[config.mk]
export PLATFORM = sky130hd
export DESIGN_NAME = rv32imc_3p_rf_wb_ctrl
export DESIGN_NICKNAME = d
export VERILOG_FILES = /design/src/rtl/rv32imc_3p_rf_wb_ctrl.sv
export SDC_FILE = /design/constraint.sdc
export NUM_CORES = 1
export LEC_CHECK = 0
export BUFFER_PORTS_ARGS = -buffer_cell sky130_fd_sc_hd__clkbuf_2
export CORE_UTILIZATION = 50
export DETAILED_ROUTE_END_ITERATION = 10
export PLACE_DENSITY = 0.81
export SLEW_MARGIN = 20
export SYNTH_ARGS = -nofsm -noshare
export SYNTH_HDL_FRONTEND = slang
export SYNTH_SLANG_ARGS = --single-unit
[constraint.sdc]
create_clock -name clk -period 2.95 [get_ports clk]
set_clock_uncertainty 0.2 [all_clocks]
set_input_delay 0 -clock clk [delete_from_list [all_inputs] [get_ports clk]]
set_output_delay 0 -clock clk [all_outputs]
set_load 0.02 [all_outputs]
[src/rtl/rv32imc_3p_rf_wb_ctrl.sv]
// Register-file write-back controller: arbitrates EX / mul-div / load results onto the single
// write port and tracks registers owed by long-latency ops. Macro RV32IMC_3P_RF_WB_FWD_EN adds write-port forwarding.
module rv32imc_3p_rf_wb_ctrl #(
    parameter int STARVE_LIM = 4
) (
    input  logic        clk,
    input  logic        rst_n,
    input  logic        ex_wr_vld,
    input  logic [4:0]  ex_wr_addr,
    input  logic [31:0] ex_wr_dat,
    output logic        ex_wr_rdy,
    input  logic        md_wr_vld,
    input  logic [4:0]  md_wr_addr,
    input  logic [31:0] md_wr_dat,
    output logic        md_wr_rdy,
    input  logic        ld_wr_vld,
    input  logic [4:0]  ld_wr_addr,
    input  logic [31:0] ld_wr_dat,
    output logic        ld_wr_rdy,
    input  logic        iss_vld,
    input  logic        iss_long,
    input  logic [4:0]  iss_rd_addr,
    input  logic [4:0]  iss_rs1_addr,
    input  logic [4:0]  iss_rs2_addr,
    output logic        iss_stall,
    output logic        c_rf_write,
    output logic [4:0]  rd_addr,
    output logic [31:0] rd_dati,
    output logic        fwd_rs1_vld,
    output logic        fwd_rs2_vld
);

    localparam int NREQ_W = 2;
    localparam logic [NREQ_W-1:0] GNT_NONE = 2'd0;
    localparam logic [NREQ_W-1:0] GNT_EX   = 2'd1;
    localparam logic [NREQ_W-1:0] GNT_MD   = 2'd2;
    localparam logic [NREQ_W-1:0] GNT_LD   = 2'd3;
    localparam logic [3:0] STARVE_THR = 4'(STARVE_LIM);
    localparam logic [3:0] STARVE_MAX = 4'hF;

    logic [3:0]  r_md_starve;
    logic [3:0]  r_ld_starve;
    logic        r_rr_ld;
    logic [31:0] r_pending;
    logic        r_wr_en;
    logic [4:0]  r_wr_addr;
    logic [31:0] r_wr_dat;

    logic              w_md_starved;
    logic              w_ld_starved;
    logic [NREQ_W-1:0] w_gnt;
    logic [4:0]        w_sel_addr;
    logic [31:0]       w_sel_dat;
    logic [3:0]        w_md_starve_next;
    logic [3:0]        w_ld_starve_next;
    logic              w_rr_ld_next;
    logic              w_set_en;
    logic              w_clr_en;
    logic [31:0]       w_pending_next;
    logic [31:0]       w_pend_eff;

    assign w_md_starved = md_wr_vld & (r_md_starve >= STARVE_THR);
    assign w_ld_starved = ld_wr_vld & (r_ld_starve >= STARVE_THR);

    // A starved MD/LD request overrides EX; otherwise EX first, then round-robin MD/LD.
    always_comb begin
        w_gnt = GNT_NONE;
        if (w_md_starved && w_ld_starved) begin
            w_gnt = r_rr_ld ? GNT_LD : GNT_MD;
        end else if (w_md_starved) begin
            w_gnt = GNT_MD;
        end else if (w_ld_starved) begin
            w_gnt = GNT_LD;
        end else if (ex_wr_vld) begin
            w_gnt = GNT_EX;
        end else if (md_wr_vld && ld_wr_vld) begin
            w_gnt = r_rr_ld ? GNT_LD : GNT_MD;
        end else if (md_wr_vld) begin
            w_gnt = GNT_MD;
        end else if (ld_wr_vld) begin
            w_gnt = GNT_LD;
        end
    end

    always_comb begin
        w_sel_addr = 5'd0;
        w_sel_dat  = 32'd0;
        case (w_gnt)
            GNT_EX: begin
                w_sel_addr = ex_wr_addr;
                w_sel_dat  = ex_wr_dat;
            end
            GNT_MD: begin
                w_sel_addr = md_wr_addr;
                w_sel_dat  = md_wr_dat;
            end
            GNT_LD: begin
                w_sel_addr = ld_wr_addr;
                w_sel_dat  = ld_wr_dat;
            end
            default: begin
                w_sel_addr = 5'd0;
                w_sel_dat  = 32'd0;
            end
        endcase
    end

    assign ex_wr_rdy = (w_gnt == GNT_EX);
    assign md_wr_rdy = (w_gnt == GNT_MD);
    assign ld_wr_rdy = (w_gnt == GNT_LD);

    always_comb begin
        w_md_starve_next = r_md_starve;
        w_ld_starve_next = r_ld_starve;
        w_rr_ld_next     = r_rr_ld;
        if (!md_wr_vld || (w_gnt == GNT_MD)) begin
            w_md_starve_next = 4'd0;
        end else if (r_md_starve != STARVE_MAX) begin
            w_md_starve_next = r_md_starve + 4'd1;
        end
        if (!ld_wr_vld || (w_gnt == GNT_LD)) begin
            w_ld_starve_next = 4'd0;
        end else if (r_ld_starve != STARVE_MAX) begin
            w_ld_starve_next = r_ld_starve + 4'd1;
        end
        if (w_gnt == GNT_MD) begin
            w_rr_ld_next = 1'b1;
        end else if (w_gnt == GNT_LD) begin
            w_rr_ld_next = 1'b0;
        end
    end

    assign w_set_en = iss_vld & iss_long & ~iss_stall & (iss_rd_addr != 5'd0);
    assign w_clr_en = (w_gnt == GNT_MD) | (w_gnt == GNT_LD);

    // Per-register scoreboard bit; a new long issue wins over a same-cycle retirement.
    assign w_pending_next[0] = 1'b0;
    generate
        for (genvar gi = 1; gi < 32; gi++) begin : g_sb
            always_comb begin
                w_pending_next[gi] = r_pending[gi];
                if (w_set_en && (iss_rd_addr == 5'(gi))) begin
                    w_pending_next[gi] = 1'b1;
                end else if (w_clr_en && (w_sel_addr == 5'(gi))) begin
                    w_pending_next[gi] = 1'b0;
                end
            end
        end
    endgenerate

`ifdef RV32IMC_3P_RF_WB_FWD_EN
    logic [31:0] w_commit_mask;

    generate
        for (genvar gi = 0; gi < 32; gi++) begin : g_commit
            assign w_commit_mask[gi] = r_wr_en & (r_wr_addr == 5'(gi));
        end
    endgenerate

    // The value being written this cycle is forwarded, so its owed bit no longer blocks issue.
    assign w_pend_eff  = r_pending & ~w_commit_mask;
    assign fwd_rs1_vld = r_wr_en & (r_wr_addr == iss_rs1_addr) & (r_wr_addr != 5'd0);
    assign fwd_rs2_vld = r_wr_en & (r_wr_addr == iss_rs2_addr) & (r_wr_addr != 5'd0);
`else
    assign w_pend_eff  = r_pending;
    assign fwd_rs1_vld = 1'b0;
    assign fwd_rs2_vld = 1'b0;
`endif

    assign iss_stall = iss_vld & (w_pend_eff[iss_rs1_addr] | w_pend_eff[iss_rs2_addr] |
                                  w_pend_eff[iss_rd_addr]);

    always_ff @(posedge clk or negedge rst_n) begin
        if (!rst_n) begin
            r_md_starve <= 4'd0;
            r_ld_starve <= 4'd0;
            r_rr_ld     <= 1'b0;
            r_pending   <= 32'd0;
        end else begin
            r_md_starve <= w_md_starve_next;
            r_ld_starve <= w_ld_starve_next;
            r_rr_ld     <= w_rr_ld_next;
            r_pending   <= w_pending_next;
        end
    end

    // Writes to x0 are accepted but never raise the RF write enable.
    always_ff @(posedge clk or negedge rst_n) begin
        if (!rst_n) begin
            r_wr_en   <= 1'b0;
            r_wr_addr <= 5'd0;
            r_wr_dat  <= 32'd0;
        end else if (w_gnt != GNT_NONE) begin
            r_wr_en   <= (w_sel_addr != 5'd0);
            r_wr_addr <= w_sel_addr;
            r_wr_dat  <= w_sel_dat;
        end else begin
            r_wr_en   <= 1'b0;
        end
    end

    assign c_rf_write = r_wr_en;
    assign rd_addr    = r_wr_addr;
    assign rd_dati    = r_wr_dat;

endmodule

== Word-level counts from Yosys, hierarchy flattened ==
Cells that the tools add are included.
Cells by class
  reductions and logical operators: 105
  magnitude comparators: 5
  bitwise gates (word level): 10
  eq/ne operators: 67
  multiplexer cells: 85
  $add $sub $neg: 2
Operators with widths (number)
  $eq 5x5->1 const B: 32
  $pmux 32 s3: 1
  $eq 5x4->1 const B: 16
  $reduce_bool 2->1: 35
  $mux 1: 69
  $logic_and 1x1->1: 64
  $eq 5x3->1 const B: 8
  $eq 5x2->1 const B: 4
  $lt 5x6->1 const B: 3
  $mux 4: 4
  $bmux 1 s5: 3
  $pmux 5 s3: 1
  $mux 2: 7
  $eq 5x1->1 const B: 2
  $reduce_bool 5->1: 2
  $add 4x1->4 const B: 2
  $ge 4x3->1 const B: 2
  $ne 4x4->1 const B: 2
  $and 1x1->1: 6
  $eq 2x2->1 const B: 2
  $or 1x1->1: 3
  $eq 2x1->1 const B: 1
  $logic_not 1->1: 2
  $logic_or 1x1->1: 2
  $not 1->1: 1
Word-level totals
  output and inout port bits: 44
  word-level logic and storage cells: 311
  register bits: 78

== Logic depth before layout (Yosys ltp) ==
  depth in word-level cells: 13
  depth in mapped cells: 10
  gate-level depth less buffers: 7

== Worst setup path before layout ==
OpenSTA, ideal clock, no wires.
  path kind: reg2reg
  start: register r_ld_starve[2]
  end: register r_pending[24]
  data arrival time: 2.374 ns
  stages on the path, launching flop included: 11
  setup slack: 0.247 ns
  buffers on the path: 3
  library setup time: 0.129 ns
  data required time: 2.621 ns
  cell sequence: dfrtp_1 > clkbuf_1 > or4b_1 > a21oi_1 > or2_1 > buf_2 > o211ai_1 > or2_0 > clkbuf_1 > o31ai_1 > o21ai_1
On the way
  cells in the longest elaborated chain, start to end: 10
  elaborated cells between the ends (all ways): 14
RTL lines
  from (decl): line 42  | logic [3:0] r_ld_starve;
  from (signal assigned): line 181  | r_ld_starve <= w_ld_starve_next;
  $ge 4x3->1 (*): line 63  | assign w_ld_starved = ld_wr_vld & (r_ld_starve >= STARVE_THR);
  $and 1x1->1 (*): line 63
  $mux 2: line 72  | end else if (w_ld_starved) begin
  $mux 2: line 70  | end else if (w_md_starved) begin
  $mux 2 (*): line 68  | if (w_md_starved && w_ld_starved) begin
  $eq 2x2->1 / $eq 2x1->1 (equally long branches): line 88, 134
  $pmux 5 s3: line 88  | case (w_gnt)
  $eq 5x5->1: line 144  | end else if (w_clr_en && (w_sel_addr == 5'(gi))) begin
  $logic_and 1x1->1 (*): line 144
  $reduce_bool 2->1 (no line) (*)
  to (signal assigned): line 183  | r_pending <= w_pending_next;
  to (decl): line 44  | logic [31:0] r_pending;
Mark *: on every way between the ends. The rest lies on a longest branch, timed or not.
A chain may end at the register's enable or synchronous reset.

== Worst setup path after layout ==
  start: register r_ld_starve[2]
  end: register r_wr_dat[26], in the netlist rd_dati[26]
On the way
  cells in the longest elaborated chain, start to end: 7
  elaborated cells between the ends (all ways): 11
RTL lines
  $ge 4x3->1 (*): line 63
  $and 1x1->1 (*): line 63
  $mux 2: line 72
  $mux 2: line 70
  $mux 2 (*): line 68
  $eq 2x2->1 / $eq 2x1->1 (equally long branches): line 88
  $pmux 32 s3: line 88
  to (signal assigned): line 196  | r_wr_dat <= w_sel_dat;
  to (decl): line 47  | logic [31:0] r_wr_dat;
Marks and branches as above.

==> impl_metrics.csv <==
group,metric,value,unit
outcome,status,"complete, but fails checks",
outcome,failed_checks,"setup timing",
synth,ys_seq_area_share,40.9,%
clocking,h-tree-depth,3,
critical_path,end_kind,"flip-flop",
synth,synth-seq-cells,78,
detailed_routing,drtIter0Drc,806,
pwr,combPwrFrac,34.4,%
global_routing,grt_first_pass_wirelength,33300,µm
placement,place_area,0.00573,mm²
critical_path,cp_max_fo,17,
timing,drv_slew,0,
timing,maxSlewHeadroom,59.4,%
synth,synthTopCellsByArea,"dfrtp_1, mux4_2, o21ai_1, nor2_1, a21oi_1",
placement,dpl.hpwl,11600,µm
clocking,cts_tree,"built",
final_layout,layout-drive-gt1-share,32.4,%
clocking,cts.sinks,78,
synth,synth_ff_type,"dfrtp_1",
synth,synth.distinct_cells,68,
timing,final_hold_viol_count,0,
die,fp.coreArea,0.00924,mm²
final_layout,layout_commonest_cell,"clkbuf_2",
hold_path,hp-class,"in2reg",
detailed_routing,wl_per_cell,23.7,µm
timing,rsz0062_at_grt,"yes",
global_routing,first_global_vias,6246,
detailed_routing,viasPerCell,6.73,
timing,finalCriticalPeriod,2960,ps
synth,yosys.area.top_type,"dfrtp_1",
die,die-area,0.00993,mm²
critical_path,startpoint,"r_ld_starve[2]$_DFFE_PN0P_",
clocking,clockBufferDepth,2,
die,die_h,99.6,µm
global_routing,grt.overflow.total,0,
clocking,clk_latency,360,ps
synth,synthCells,500,
synth,synthArstFlopShare,100,%
global_routing,grt_max_degree,79,
global_routing,grt.total_usage,44.9,%
pwr,peakVddDrop,406,µV
critical_path,arrival,3010,ps
final_layout,area_growth_syn_to_layout,50.0,%
timing,worstMarginPinSlew,609,ps
synth,syn_area,0.00477,mm²
hold_path,worstHoldStart,"md_wr_addr[4]",
pwr,power,3.60,mW
timing,min_period_over_period,100,%
pwr,power.density,503,mW/mm²
placement,routabilityCongestion,0.920,
pwr,p_seq_share,39.6,%
final_layout,fillers,558,
synth,yosysWarnings,0,
critical_path,path_class,"reg2reg",
detailed_routing,drtPass1Iterations,8,
die,die_x,99.6,µm
detailed_routing,drc_errors,0,
die,num_rows,35,
timing,fmax,338,MHz
critical_path,cp.required,3010,ps
pwr,switchingPower,1.29,mW
pwr,p_sw_share,35.9,%
pwr,p_clk_share,26.0,%
final_layout,seq_area,0.00196,mm²
placement,io_buffer_count,174,
synth,synth_enable_flop_cells,0,
global_routing,antenna_found_initial,0,
critical_path,cp-start-kind,"flip-flop",
final_layout,post-route-cell-area,0.00715,mm²
clocking,numCtsBuffers,9,
final_layout,final_cell_mix,"clkbuf_2, dlygate4sd3_1, dfrtp_1",
clocking,clkSlewWorstSetupHoldPaths,90,ps
detailed_routing,drt.antenna.violating_nets,0,
die,io_pins,177,
timing,setup_ws,-7.31,ps
detailed_routing,wl,21500,µm
flow_run,drv_cap,0,
synth,syn_area_per_cell,9.53,µm²
final_layout,final_nets,912,
final_layout,post-route-util,77.4,%
clocking,cts_root_buf,"clkbuf_8",
pwr,p_int,2.31,mW
die,start_util,51.6,%
final_layout,multi_input_area,0.00269,mm²
timing,setup_viol,3,
detailed_routing,vias,6120,
final_layout,antenna_cells,0,
pwr,power_leakage,3.27,nW
synth,yosys.area.top_type_share,40.9,%
critical_path,timing.rr.start,"r_ld_starve[2]$_DFFE_PN0P_",
==> worst max-delay path, stage by stage (launching register included) <==
cell and delay, ps:
dfrtp_2 490, or4b_1 550, a21oi_2 250, or2_4 190, buf_6 190, a222oi_1 110
dlygate4sd3_1 590, a21oi_1 270
==> power by group through the flow <==
stage                     combinational (mW)  sequential (mW)  clock [mW]
after floorplan                        0.532             1.45           0
after global placement                 0.933             1.40           0
after detailed placement               0.961             1.41           0
after CTS                               1.12             1.39       0.906
after global routing                    1.31             1.44       0.980
final                                   1.24             1.42       0.937
==> cell type report <==
| type | instances | share of cell area (%) |
|---|---|---|
| multi-input combinational | 383 | 37.5 |
| timing repair buffer | 298 | 29.4 |
| sequential | 78 | 27.3 |
| tap | 129 | 2.26 |
| clock buffer | 10 | 1.92 |
| clock inverter | 5 | 1.14 |
| inverter | 7 | 0.402 |
==> through the flow <==
stage          TNS [ps]  hold WS [ps]  worst slack (ps)  cells
6_report          -16.4          80.5             -7.31    910
3_5_place_dp          0          14.5               158    784
3_3_place_gp          0          3.58               215    784
5_1_grt           -1190           111             -91.6    910
2_1_floorplan         0          -496               247    501
4_1_cts               0          29.6              32.4    907
==> sequential cells by signal, indices dropped and copies added, names as in the netlist <==
register     cells
c_rf_write       1
r_ld_starve      4
r_md_starve      4
r_pending       31
r_rr_ld          1
rd_addr          5
rd_dati         32
==> worst paths after layout <==
check	to	slack, ps	cells after the start
max	rd_dati[26]$_DFFE_PN0P_	-7	7
min	r_pending[6]$_DFFE_PN0P_	80	5
max reg2reg	rd_dati[26]$_DFFE_PN0P_	-7	7
min reg2reg	rd_dati[4]$_DFFE_PN0P_	300	1
max in group asynchronous	r_md_starve[2]$_DFFE_PN0P_	1550	4
min in group asynchronous	rd_dati[0]$_DFFE_PN0P_	390	3
==> what timing repair did <==
item	4_1_cts	5_1_grt
endpoints found under the setup margin	1	60
pin swaps	0	0
buffers inserted	2	1
hold buffers	106	1
endpoints found under the hold margin	150	18
resized for setup	0	26
==> cells in the mapped netlist, drive strengths merged, types with 7 or more instances <==
master,count
nor3,9
buf,10
dfrtp,78
a21oi,40
a221oi,18
mux2i,18
clkbuf,23
nand3b,7
nand2,32
o21ai,65
nand3,13
mux4,16
a222oi,12
nor2,68
==> kinds of logic (layout without fill, tap and decap cells) <==
| family | Yosys count | in the layout | share of synthesized area [%] |
|---|---|---|---|
| simple gates | 170 | 170 | 18.9 |
| xor+xnor | 2 | 2 | 0.368 |
| mux | 35 | 35 | 11.7 |
| other cells | 1 | 2 | 0.0787 |
| fa+ha+maj | 2 | 2 | 0.525 |
| compound gates | 172 | 172 | 23.1 |
| buf+inv | 40 | 320 | 4.33 |
| flops | 78 | 78 | 40.9 |
==> metal layers <==
metal	share of wire (%)	global-route usage [%]	vias up
met5	0	0	-
met2	47	70.1	613
li1	-	-	2454
met4	8.9	35.4	0
met1	33	51.9	2846
met3	11	13.0	207
Note: power is estimated with default switching activity, not from simulation.
